[src/rtl/instr_issue_unit_pkg.sv]
// instr_pkg: shared definitions for the instruction issue unit.
//   - opcode constants
//   - bit positions of the fields inside the 32-bit instruction word
//   - FSM state type and encodings
//   - encode_instr(): packs the host-side fields into one instruction word
package instr_pkg;

  localparam logic [4:0] OP_MOV  = 5'd1;
  localparam logic [4:0] OP_ADD  = 5'd2;
  localparam logic [4:0] OP_MUL  = 5'd4;
  localparam logic [4:0] OP_OR   = 5'd5;
  localparam logic [4:0] OP_AND  = 5'd6;
  localparam logic [4:0] OP_XOR  = 5'd7;
  localparam logic [4:0] OP_XNOR = 5'd8;
  localparam logic [4:0] OP_NAND = 5'd9;
  localparam logic [4:0] OP_NOR  = 5'd10;
  localparam logic [4:0] OP_NOT  = 5'd11;

  // Highest opcode the core understands; anything above it is illegal.
  localparam logic [4:0] OP_MAX_LEGAL = OP_NOT;

  localparam int IR_OPER_LSB  = 27;
  localparam int IR_RDST_LSB  = 22;
  localparam int IR_RSRC1_LSB = 17;
  localparam int IR_IMM_BIT   = 16;
  localparam int IR_RSRC2_LSB = 11;
  localparam int IR_ISRC_LSB  = 0;

  typedef logic [1:0] state_t;
  localparam state_t ST_IDLE      = 2'd0;
  localparam state_t ST_ISSUE     = 2'd1;
  localparam state_t ST_WAIT_DONE = 2'd2;

  // In register mode the low 11 bits are always zero; isrc is ignored.
  function automatic logic [31:0] encode_instr(
    input logic [4:0]  oper,
    input logic [4:0]  rdst,
    input logic [4:0]  rsrc1,
    input logic [4:0]  rsrc2,
    input logic        imm_mode,
    input logic [15:0] isrc
  );
    logic [31:0] w;
    w = '0;
    w[IR_OPER_LSB  +: 5] = oper;
    w[IR_RDST_LSB  +: 5] = rdst;
    w[IR_RSRC1_LSB +: 5] = rsrc1;
    w[IR_IMM_BIT]        = imm_mode;
    if (imm_mode) begin
      w[IR_ISRC_LSB +: 16] = isrc;
    end else begin
      w[IR_RSRC2_LSB +: 5] = rsrc2;
    end
    return w;
  endfunction

endpackage

[src/rtl/instr_issue_unit_if.sv]
// instr_issue_unit_if: host push channel plus core issue channel.
//   host side : in_valid/in_ready handshake with opcode, register and
//               immediate fields
//   core side : ir/ir_valid offered to the core, ir_ack accept, exec_done
// modport master is the host/core environment, modport slave the unit.
interface instr_issue_unit_if;
  logic        in_valid;
  logic        in_ready;
  logic [4:0]  in_oper_type;
  logic [4:0]  in_rdst;
  logic [4:0]  in_rsrc1;
  logic [4:0]  in_rsrc2;
  logic        in_imm_mode;
  logic [15:0] in_isrc;
  logic [31:0] ir;
  logic        ir_valid;
  logic        ir_ack;
  logic        exec_done;

  modport master (
    output in_valid, in_oper_type, in_rdst, in_rsrc1, in_rsrc2,
           in_imm_mode, in_isrc, ir_ack, exec_done,
    input  in_ready, ir, ir_valid
  );

  modport slave (
    input  in_valid, in_oper_type, in_rdst, in_rsrc1, in_rsrc2,
           in_imm_mode, in_isrc, ir_ack, exec_done,
    output in_ready, ir, ir_valid
  );
endinterface

[src/rtl/instr_issue_unit_fifo.sv]
// instr_fifo: DEPTH x 32 in-order buffer of encoded instruction words.
//   clk, sys_rst     : clock, async active-high reset (empties the buffer)
//   push_i, wdata_i  : write one word (ignored when full)
//   pop_i, rdata_o   : drop head word (ignored when empty); rdata_o is head
//   level_o          : registered occupancy 0..DEPTH
//   full_o, empty_o  : flags derived from level_o
module instr_fifo #(
  parameter int DEPTH = 8
) (
  input  logic        clk,
  input  logic        sys_rst,
  input  logic        push_i,
  input  logic        pop_i,
  input  logic [31:0] wdata_i,
  output logic [31:0] rdata_o,
  output logic [4:0]  level_o,
  output logic        full_o,
  output logic        empty_o
);
  localparam int AW = $clog2(DEPTH);
  localparam logic [4:0] DEPTH_L = 5'(DEPTH);

  logic [31:0]   mem_q [DEPTH];
  logic [AW-1:0] wr_ptr_q, wr_ptr_d;
  logic [AW-1:0] rd_ptr_q, rd_ptr_d;
  logic [4:0]    level_q, level_d;
  logic          do_push, do_pop;

  assign full_o  = (level_q == DEPTH_L);
  assign empty_o = (level_q == 5'd0);
  assign do_push = push_i & ~full_o;
  assign do_pop  = pop_i & ~empty_o;
  assign rdata_o = mem_q[rd_ptr_q];
  assign level_o = level_q;

  // DEPTH is a power of two, so pointer wrap is plain overflow.
  always_comb begin
    wr_ptr_d = wr_ptr_q;
    rd_ptr_d = rd_ptr_q;
    level_d  = level_q;
    if (do_push) wr_ptr_d = wr_ptr_q + AW'(1);
    if (do_pop)  rd_ptr_d = rd_ptr_q + AW'(1);
    case ({do_push, do_pop})
      2'b10:   level_d = level_q + 5'd1;
      2'b01:   level_d = level_q - 5'd1;
      default: level_d = level_q;
    endcase
  end

  always_ff @(posedge clk or posedge sys_rst) begin
    if (sys_rst) begin
      wr_ptr_q <= '0;
      rd_ptr_q <= '0;
      level_q  <= '0;
    end else begin
      wr_ptr_q <= wr_ptr_d;
      rd_ptr_q <= rd_ptr_d;
      level_q  <= level_d;
    end
  end

  // Storage needs no reset: the level/pointers define what is valid.
  always_ff @(posedge clk) begin
    if (do_push) mem_q[wr_ptr_q] <= wdata_i;
  end

endmodule

[src/rtl/instr_issue_unit.sv]
// instr_issue_unit: encodes host instructions into 32-bit words, buffers
// them in order and issues them one at a time to the core.
//   clk, sys_rst : clock, async active-high reset
//   bus          : instr_issue_unit_if.slave (host push + core issue)
//   busy         : FSM not idle or buffer non-empty
//   fifo_level   : buffer occupancy
//   issue_cnt    : completed instructions, wraps at 16 bits
//   err_illegal  : one-cycle pulse when an illegal opcode is dropped
// Build option: define ILLEGAL_OPCODE_CHECK_EN to drop opcodes above
// OP_MAX_LEGAL at push time; otherwise every opcode passes through and
// err_illegal is tied low.
//
// state        | meaning
// ST_IDLE      | no instruction in flight; pops head when buffer non-empty
// ST_ISSUE     | ir_valid high, holding ir until the core acks
// ST_WAIT_DONE | core accepted ir, waiting for exec_done
module instr_issue_unit
  import instr_pkg::*;
#(
  parameter int DEPTH = 8
) (
  input  logic              clk,
  input  logic              sys_rst,
  instr_issue_unit_if.slave bus,
  output logic              busy,
  output logic [4:0]        fifo_level,
  output logic [15:0]       issue_cnt,
  output logic              err_illegal
);

  state_t      state_q, state_d;
  logic [31:0] ir_q, ir_d;
  logic        ir_valid_q, ir_valid_d;
  logic [15:0] issue_cnt_q, issue_cnt_d;

  logic [31:0] enc_word;
  logic [31:0] head_word;
  logic        accept, store, pop;
  logic        fifo_full, fifo_empty;

  assign enc_word = encode_instr(bus.in_oper_type, bus.in_rdst, bus.in_rsrc1,
                                 bus.in_rsrc2, bus.in_imm_mode, bus.in_isrc);
  assign accept   = bus.in_valid & bus.in_ready;

`ifdef ILLEGAL_OPCODE_CHECK_EN
  logic illegal;
  logic err_illegal_q;

  // Illegal words are still handshaken so the host never stalls on them.
  assign illegal = (bus.in_oper_type > OP_MAX_LEGAL);
  assign store   = accept & ~illegal;

  always_ff @(posedge clk or posedge sys_rst) begin
    if (sys_rst) err_illegal_q <= 1'b0;
    else         err_illegal_q <= accept & illegal;
  end

  assign err_illegal = err_illegal_q;
`else
  assign store       = accept;
  assign err_illegal = 1'b0;
`endif

  instr_fifo #(.DEPTH(DEPTH)) u_fifo (
    .clk     (clk),
    .sys_rst (sys_rst),
    .push_i  (store),
    .pop_i   (pop),
    .wdata_i (enc_word),
    .rdata_o (head_word),
    .level_o (fifo_level),
    .full_o  (fifo_full),
    .empty_o (fifo_empty)
  );

  always_comb begin
    state_d     = state_q;
    ir_d        = ir_q;
    ir_valid_d  = ir_valid_q;
    issue_cnt_d = issue_cnt_q;
    pop         = 1'b0;
    case (state_q)
      ST_IDLE: begin
        if (!fifo_empty) begin
          pop        = 1'b1;
          ir_d       = head_word;
          ir_valid_d = 1'b1;
          state_d    = ST_ISSUE;
        end
      end
      ST_ISSUE: begin
        if (bus.ir_ack) begin
          ir_valid_d = 1'b0;
          if (bus.exec_done) begin
            issue_cnt_d = issue_cnt_q + 16'd1;
            state_d     = ST_IDLE;
          end else begin
            state_d = ST_WAIT_DONE;
          end
        end
      end
      ST_WAIT_DONE: begin
        if (bus.exec_done) begin
          issue_cnt_d = issue_cnt_q + 16'd1;
          state_d     = ST_IDLE;
        end
      end
      default: begin
        ir_valid_d = 1'b0;
        state_d    = ST_IDLE;
      end
    endcase
  end

  always_ff @(posedge clk or posedge sys_rst) begin
    if (sys_rst) begin
      state_q     <= ST_IDLE;
      ir_q        <= '0;
      ir_valid_q  <= 1'b0;
      issue_cnt_q <= '0;
    end else begin
      state_q     <= state_d;
      ir_q        <= ir_d;
      ir_valid_q  <= ir_valid_d;
      issue_cnt_q <= issue_cnt_d;
    end
  end

  assign bus.in_ready = ~fifo_full;
  assign bus.ir       = ir_q;
  assign bus.ir_valid = ir_valid_q;
  assign busy         = (state_q != ST_IDLE) | ~fifo_empty;
  assign issue_cnt    = issue_cnt_q;

endmodule

[src/flat_wrapper.sv]
// flat-port wrapper written by rule: the top's interface ports become plain ports
module instr_issue_unit_flat import instr_pkg::*;
#(
  parameter int DEPTH = 8
)
  (clk, sys_rst, busy, fifo_level, issue_cnt, err_illegal, bus_in_valid, bus_in_oper_type, bus_in_rdst, bus_in_rsrc1, bus_in_rsrc2, bus_in_imm_mode, bus_in_isrc, bus_ir_ack, bus_exec_done, bus_in_ready, bus_ir, bus_ir_valid);
  instr_issue_unit_if bus_i ();
  input  logic clk;
  input  logic sys_rst;
  output logic busy;
  output logic [4:0] fifo_level;
  output logic [15:0] issue_cnt;
  output logic err_illegal;
  input wire logic [$bits(bus_i.in_valid)-1:0] bus_in_valid;
  input wire logic [$bits(bus_i.in_oper_type)-1:0] bus_in_oper_type;
  input wire logic [$bits(bus_i.in_rdst)-1:0] bus_in_rdst;
  input wire logic [$bits(bus_i.in_rsrc1)-1:0] bus_in_rsrc1;
  input wire logic [$bits(bus_i.in_rsrc2)-1:0] bus_in_rsrc2;
  input wire logic [$bits(bus_i.in_imm_mode)-1:0] bus_in_imm_mode;
  input wire logic [$bits(bus_i.in_isrc)-1:0] bus_in_isrc;
  input wire logic [$bits(bus_i.ir_ack)-1:0] bus_ir_ack;
  input wire logic [$bits(bus_i.exec_done)-1:0] bus_exec_done;
  output wire logic [$bits(bus_i.in_ready)-1:0] bus_in_ready;
  output wire logic [$bits(bus_i.ir)-1:0] bus_ir;
  output wire logic [$bits(bus_i.ir_valid)-1:0] bus_ir_valid;
  assign bus_i.in_valid = bus_in_valid;
  assign bus_i.in_oper_type = bus_in_oper_type;
  assign bus_i.in_rdst = bus_in_rdst;
  assign bus_i.in_rsrc1 = bus_in_rsrc1;
  assign bus_i.in_rsrc2 = bus_in_rsrc2;
  assign bus_i.in_imm_mode = bus_in_imm_mode;
  assign bus_i.in_isrc = bus_in_isrc;
  assign bus_i.ir_ack = bus_ir_ack;
  assign bus_i.exec_done = bus_exec_done;
  assign bus_in_ready = bus_i.in_ready;
  assign bus_ir = bus_i.ir;
  assign bus_ir_valid = bus_i.ir_valid;
  instr_issue_unit #(.DEPTH(DEPTH)) u_core (.clk(clk), .sys_rst(sys_rst), .bus(bus_i), .busy(busy), .fifo_level(fifo_level), .issue_cnt(issue_cnt), .err_illegal(err_illegal));
endmodule
[config.mk]
export PLATFORM = sky130hd
export DESIGN_NAME = instr_issue_unit_flat
export DESIGN_NICKNAME = d
export VERILOG_FILES = /design/src/rtl/instr_issue_unit_pkg.sv /design/src/rtl/instr_issue_unit_if.sv /design/src/rtl/instr_issue_unit_fifo.sv /design/src/rtl/instr_issue_unit.sv /design/src/flat_wrapper.sv
export SDC_FILE = /design/constraint.sdc
export NUM_CORES = 1
export LEC_CHECK = 0
export ABC_AREA = 0
export CAP_MARGIN = 20
export CORE_MARGIN = 4
export CORE_UTILIZATION = 47
export DETAILED_ROUTE_END_ITERATION = 10
export GPL_ROUTABILITY_DRIVEN = 0
export GPL_TIMING_DRIVEN = 0
export PLACE_DENSITY = 0.7
export REMOVE_ABC_BUFFERS = 1
export SLEW_MARGIN = 15
export SYNTH_ARGS = -nofsm -noshare
export SYNTH_HDL_FRONTEND = slang
export SYNTH_HIERARCHICAL = 1
export SYNTH_SLANG_ARGS = --single-unit
[constraint.sdc]
create_clock -name clk -period 5.98 [get_ports clk]
set_input_delay 0.598 -clock clk [delete_from_list [all_inputs] [get_ports clk]]
set_output_delay 0.598 -clock clk [all_outputs]
set_load 0.03 [all_outputs]
==> results by group <==
Status
  – Outcome: finished clean

Pwr
  – Clock power frac: 26.6%
  – IR drop worst, VDD: 0.2773 mV
  – Seq pwr share: 41.0%
  – Sw Ratio: 30.20%
  – Net Switching: 2.337 mW
  – Leakage: 5.391 nW
  – Combinational share of power: 32.3%
  – Internal power: 5.402 mW
  – Pwr dens: 499.4 mW/mm²

Logic synthesis
  – Top cell type's share of synthesized area: 60.59%
  – Netlist Area Pre-Place: 0.01269 mm²
  – YS warnings: 6
  – Post-Synthesis Cells: 608
  – #FFs+latches synth: 318
  – Synth area leaders: edfxtp_1 (61%), dfrtp_1 (12%), mux4_2 (6.9%), mux2_2 (6.2%), mux4_1 (5.2%)
  – Area leader, netlist: edfxtp_1
  – Avg Inst Size Synth: 20.87 µm²
  – Cell with the most instances after synthesis: edfxtp_1
  – Ys async rst share: 19.50%
  – Post-synth EDFFs: 256
  – Netlist cell types: 49
  – Top post-synthesis cells by count: edfxtp_1 (256), mux2_2 (70), dfrtp_1 (62)
  – Sequential element share of the synthesized area: 72.81%
  – Synth Flop Type: edfxtp_1

Routing
  – Antenna-violating nets left: 0
  – Final WL: 25.06 mm
  – Via count: 6231
  – DR pass1 iterations: 4
  – Starting DRT DRC Count: 410
  – Via/cell ratio: 5.598
  – Drt wl/cell: 22.51 µm
  – Drt drc: 0

Clock network
  – Setup Fix Bufs, Post-CTS: 0
  – Clock root cell: clkbuf_16
  – Hold-fix buffers at CTS: 0
  – CTS Buffer Depth: 3
  – CTS tree: done
  – Worst-Skew Late Latency: 0.51 ns
  – Htree depth: 2
  – Clk sinks: 318
  – Post_cts resized: 0
  – Clock-pin slew on the worst setup and hold paths: 0.06 ns
  – TritonCTS Buffers: 36

Finish
  – Syn-to-layout area delta: 22.13%
  – Fill cells: 1921
  – Total Nets Final: 801
  – Share of layout cells above drive strength 1: 28.02%
  – Antenna fix cells: 0

Timing
  – Slew margin rel.: 44.66%
  – Worst setup slack after layout: 2.679 ns
  – Final Hold Slack: 0.4758 ns
  – Max Fclk: 0.3030 GHz
  – RSZ-0062 raised after global routing: no
  – Worst-margin pin slew: 0.8256 ns
  – Fin crit share: 55.19%
  – Fin Setup TNS: 0 ns
  – Min Tclk post-route: 3.301 ns
  – Layout Skew: 0.009618 ns
  – Setup-failing EPs final: 0
  – Fin. Hold Viols: 0
  – Slew Viols, Final: 0

Placed design
  – Pre-CTS WS: 2.474 ns
  – Port Buffers: 97
  – Dpl hpwl: 16.18 mm

Hold path
  – Hold Path Class: input port to async pin

Die
  – Core area: 0.02628 mm²
  – Site Rows: 59
  – Chip width: 172.3 µm
  – Die area: 0.02969 mm²
  – Top Ports: 99
  – Die height: 172.3 µm
  – Initial cell density of the core: 48.28%

Setup path
  – Startpoint types: flop
  – Crit path DAT: 3.67 ns
  – Worst setup EP type: flop
  – Max Fanout on Critical Path: 9
  – Kind of critical path: flop to flop
  – Req. time, crit path: 6.35 ns

GRT
  – Initial antenna violation count: 0
  – Total track usage: 17.18%
  – Congestion Overflow GR: 0
  – Vias in the first global route: 6595
  – Largest net degree at the start of global routing: 52
  – First-pass GRT wire length: 38.34 mm

Flow run
  – Max cap viols: 0
-- logic make-up (layout without fill, tap and decap cells) --
logic type	after synthesis	count (layout)	synth area share (%)
mux	137	137	18.57
buf+inv	36	206	1.765
simple gates	70	70	3.294
other cells	1	1	0.02955
compound gates	16	16	1.164
fa+ha+maj	8	8	0.8480
flops	318	318	72.81
xor+xnor	22	22	1.519
-- stage by stage --
stage	utilization [%]	instance area, µm²	cells	power, mW
6_report	58.97	15500	1113	7.738
5_1_grt	58.97	15500	1113	8.102
4_1_cts	58.98	15500	1113	7.842
3_5_place_dp	54.69	14370	1048	5.751
3_3_place_gp	52.86	13890	1014	5.581
2_1_floorplan	-	12500	582	4.788
-- critical path, stage by stage (launching register included) --
cell	delay [ns]
dfrtp_1	0.44
nor4_2	0.10
and2_1	0.23
nor3_4	0.40
a21boi_1	0.41
ha_1	0.42
ha_1	0.33
nor2b_1	0.17
or4_1	0.47
nand4_1	0.11
o211ai_1	0.08
-- power groups by stage --
stage               registers [mW]  clock network (mW)  logic [mW]
finish                        3.17                2.06        2.50
global route                  3.23                2.21        2.66
CTS                           3.18                2.12        2.54
detailed placement            3.23                   0        2.53
global placement              3.37                   0        2.21
floorplan                     3.52                   0        1.27
-- cells in the final DEF, fill, tap and decap left out, types with 3 or more instances in the layout --
cell               n
buf_4             16
xor2_1             7
nor2_4             3
buf_6              8
nand2_1           13
mux2_2            70
inv_6              3
clkinv_1           6
nor2_1             4
nand3_1            6
a21boi_1           3
nor3_2             4
mux4_2            39
o21ai_0            3
edfxtp_1         256
clkinvlp_4         3
clkbuf_1           7
clkinv_2           6
nand2b_1           3
and2_1            13
clkbuf_16         37
nand4_1            7
inv_1              9
dfrtp_1           59
xnor2_1           15
ha_1               7
mux4_1            25
clkdlybuf4s50_1   96
buf_12             6
-- routing by layer --
metal | part of all wire [%] | vias to the layer above | GRT usage (%)
met4 | 1.6 | 0 | 4.477
li1 | - | 2761 | -
met5 | 0 | - | 0
met2 | 54 | 175 | 30.91
met1 | 40 | 3260 | 21.67
met3 | 4.4 | 35 | 3.041
-- flip-flops by register name, indices dropped and copies added, names as in the netlist --
name,flops
u_core/state_q,2
u_core/u_fifo/rd_ptr_q,3
u_core/bus.ir,32
u_core/u_fifo/level_o,5
u_core/issue_cnt,16
u_core/bus.ir_valid,1
u_core/u_fifo/mem_q,256
u_core/u_fifo/wr_ptr_q,3
-- path summary, 6_finish.rpt --
kind / start / endpoint / slack (ns) / cells past startpoint
max: u_core/u_fifo/level_o[0] / u_core/u_fifo/level_o[4] / 2.68 / 10
min: sys_rst / u_core/u_fifo/wr_ptr_q[1] / 0.48 / 2
max reg2reg: u_core/u_fifo/level_o[0] / u_core/u_fifo/level_o[4] / 2.68 / 10
min reg2reg: u_core/issue_cnt[15] / u_core/issue_cnt[15] / 0.48 / 1
max in group asynchronous: sys_rst / u_core/bus.ir[29] / 4.86 / 2
min in group clk: u_core/issue_cnt[15] / u_core/issue_cnt[15] / 0.48 / 1
-- area by class of cell --
| type | instances | area (µm²) | area share [%] |
|---|---|---|---|
| Sequential cell | 318 | 9248 | 59.68 |
| Tap cell | 335 | 419.2 | 2.705 |
| Inverter | 10 | 40.04 | 0.2584 |
| Clock buffer | 45 | 965.9 | 6.233 |
| Clock inverter | 20 | 161.4 | 1.042 |
| Multi-Input combinational cell | 254 | 3281 | 21.17 |
| Timing Repair Buffer | 131 | 1381 | 8.914 |
Note: power is estimated with default switching activity, not from simulation.
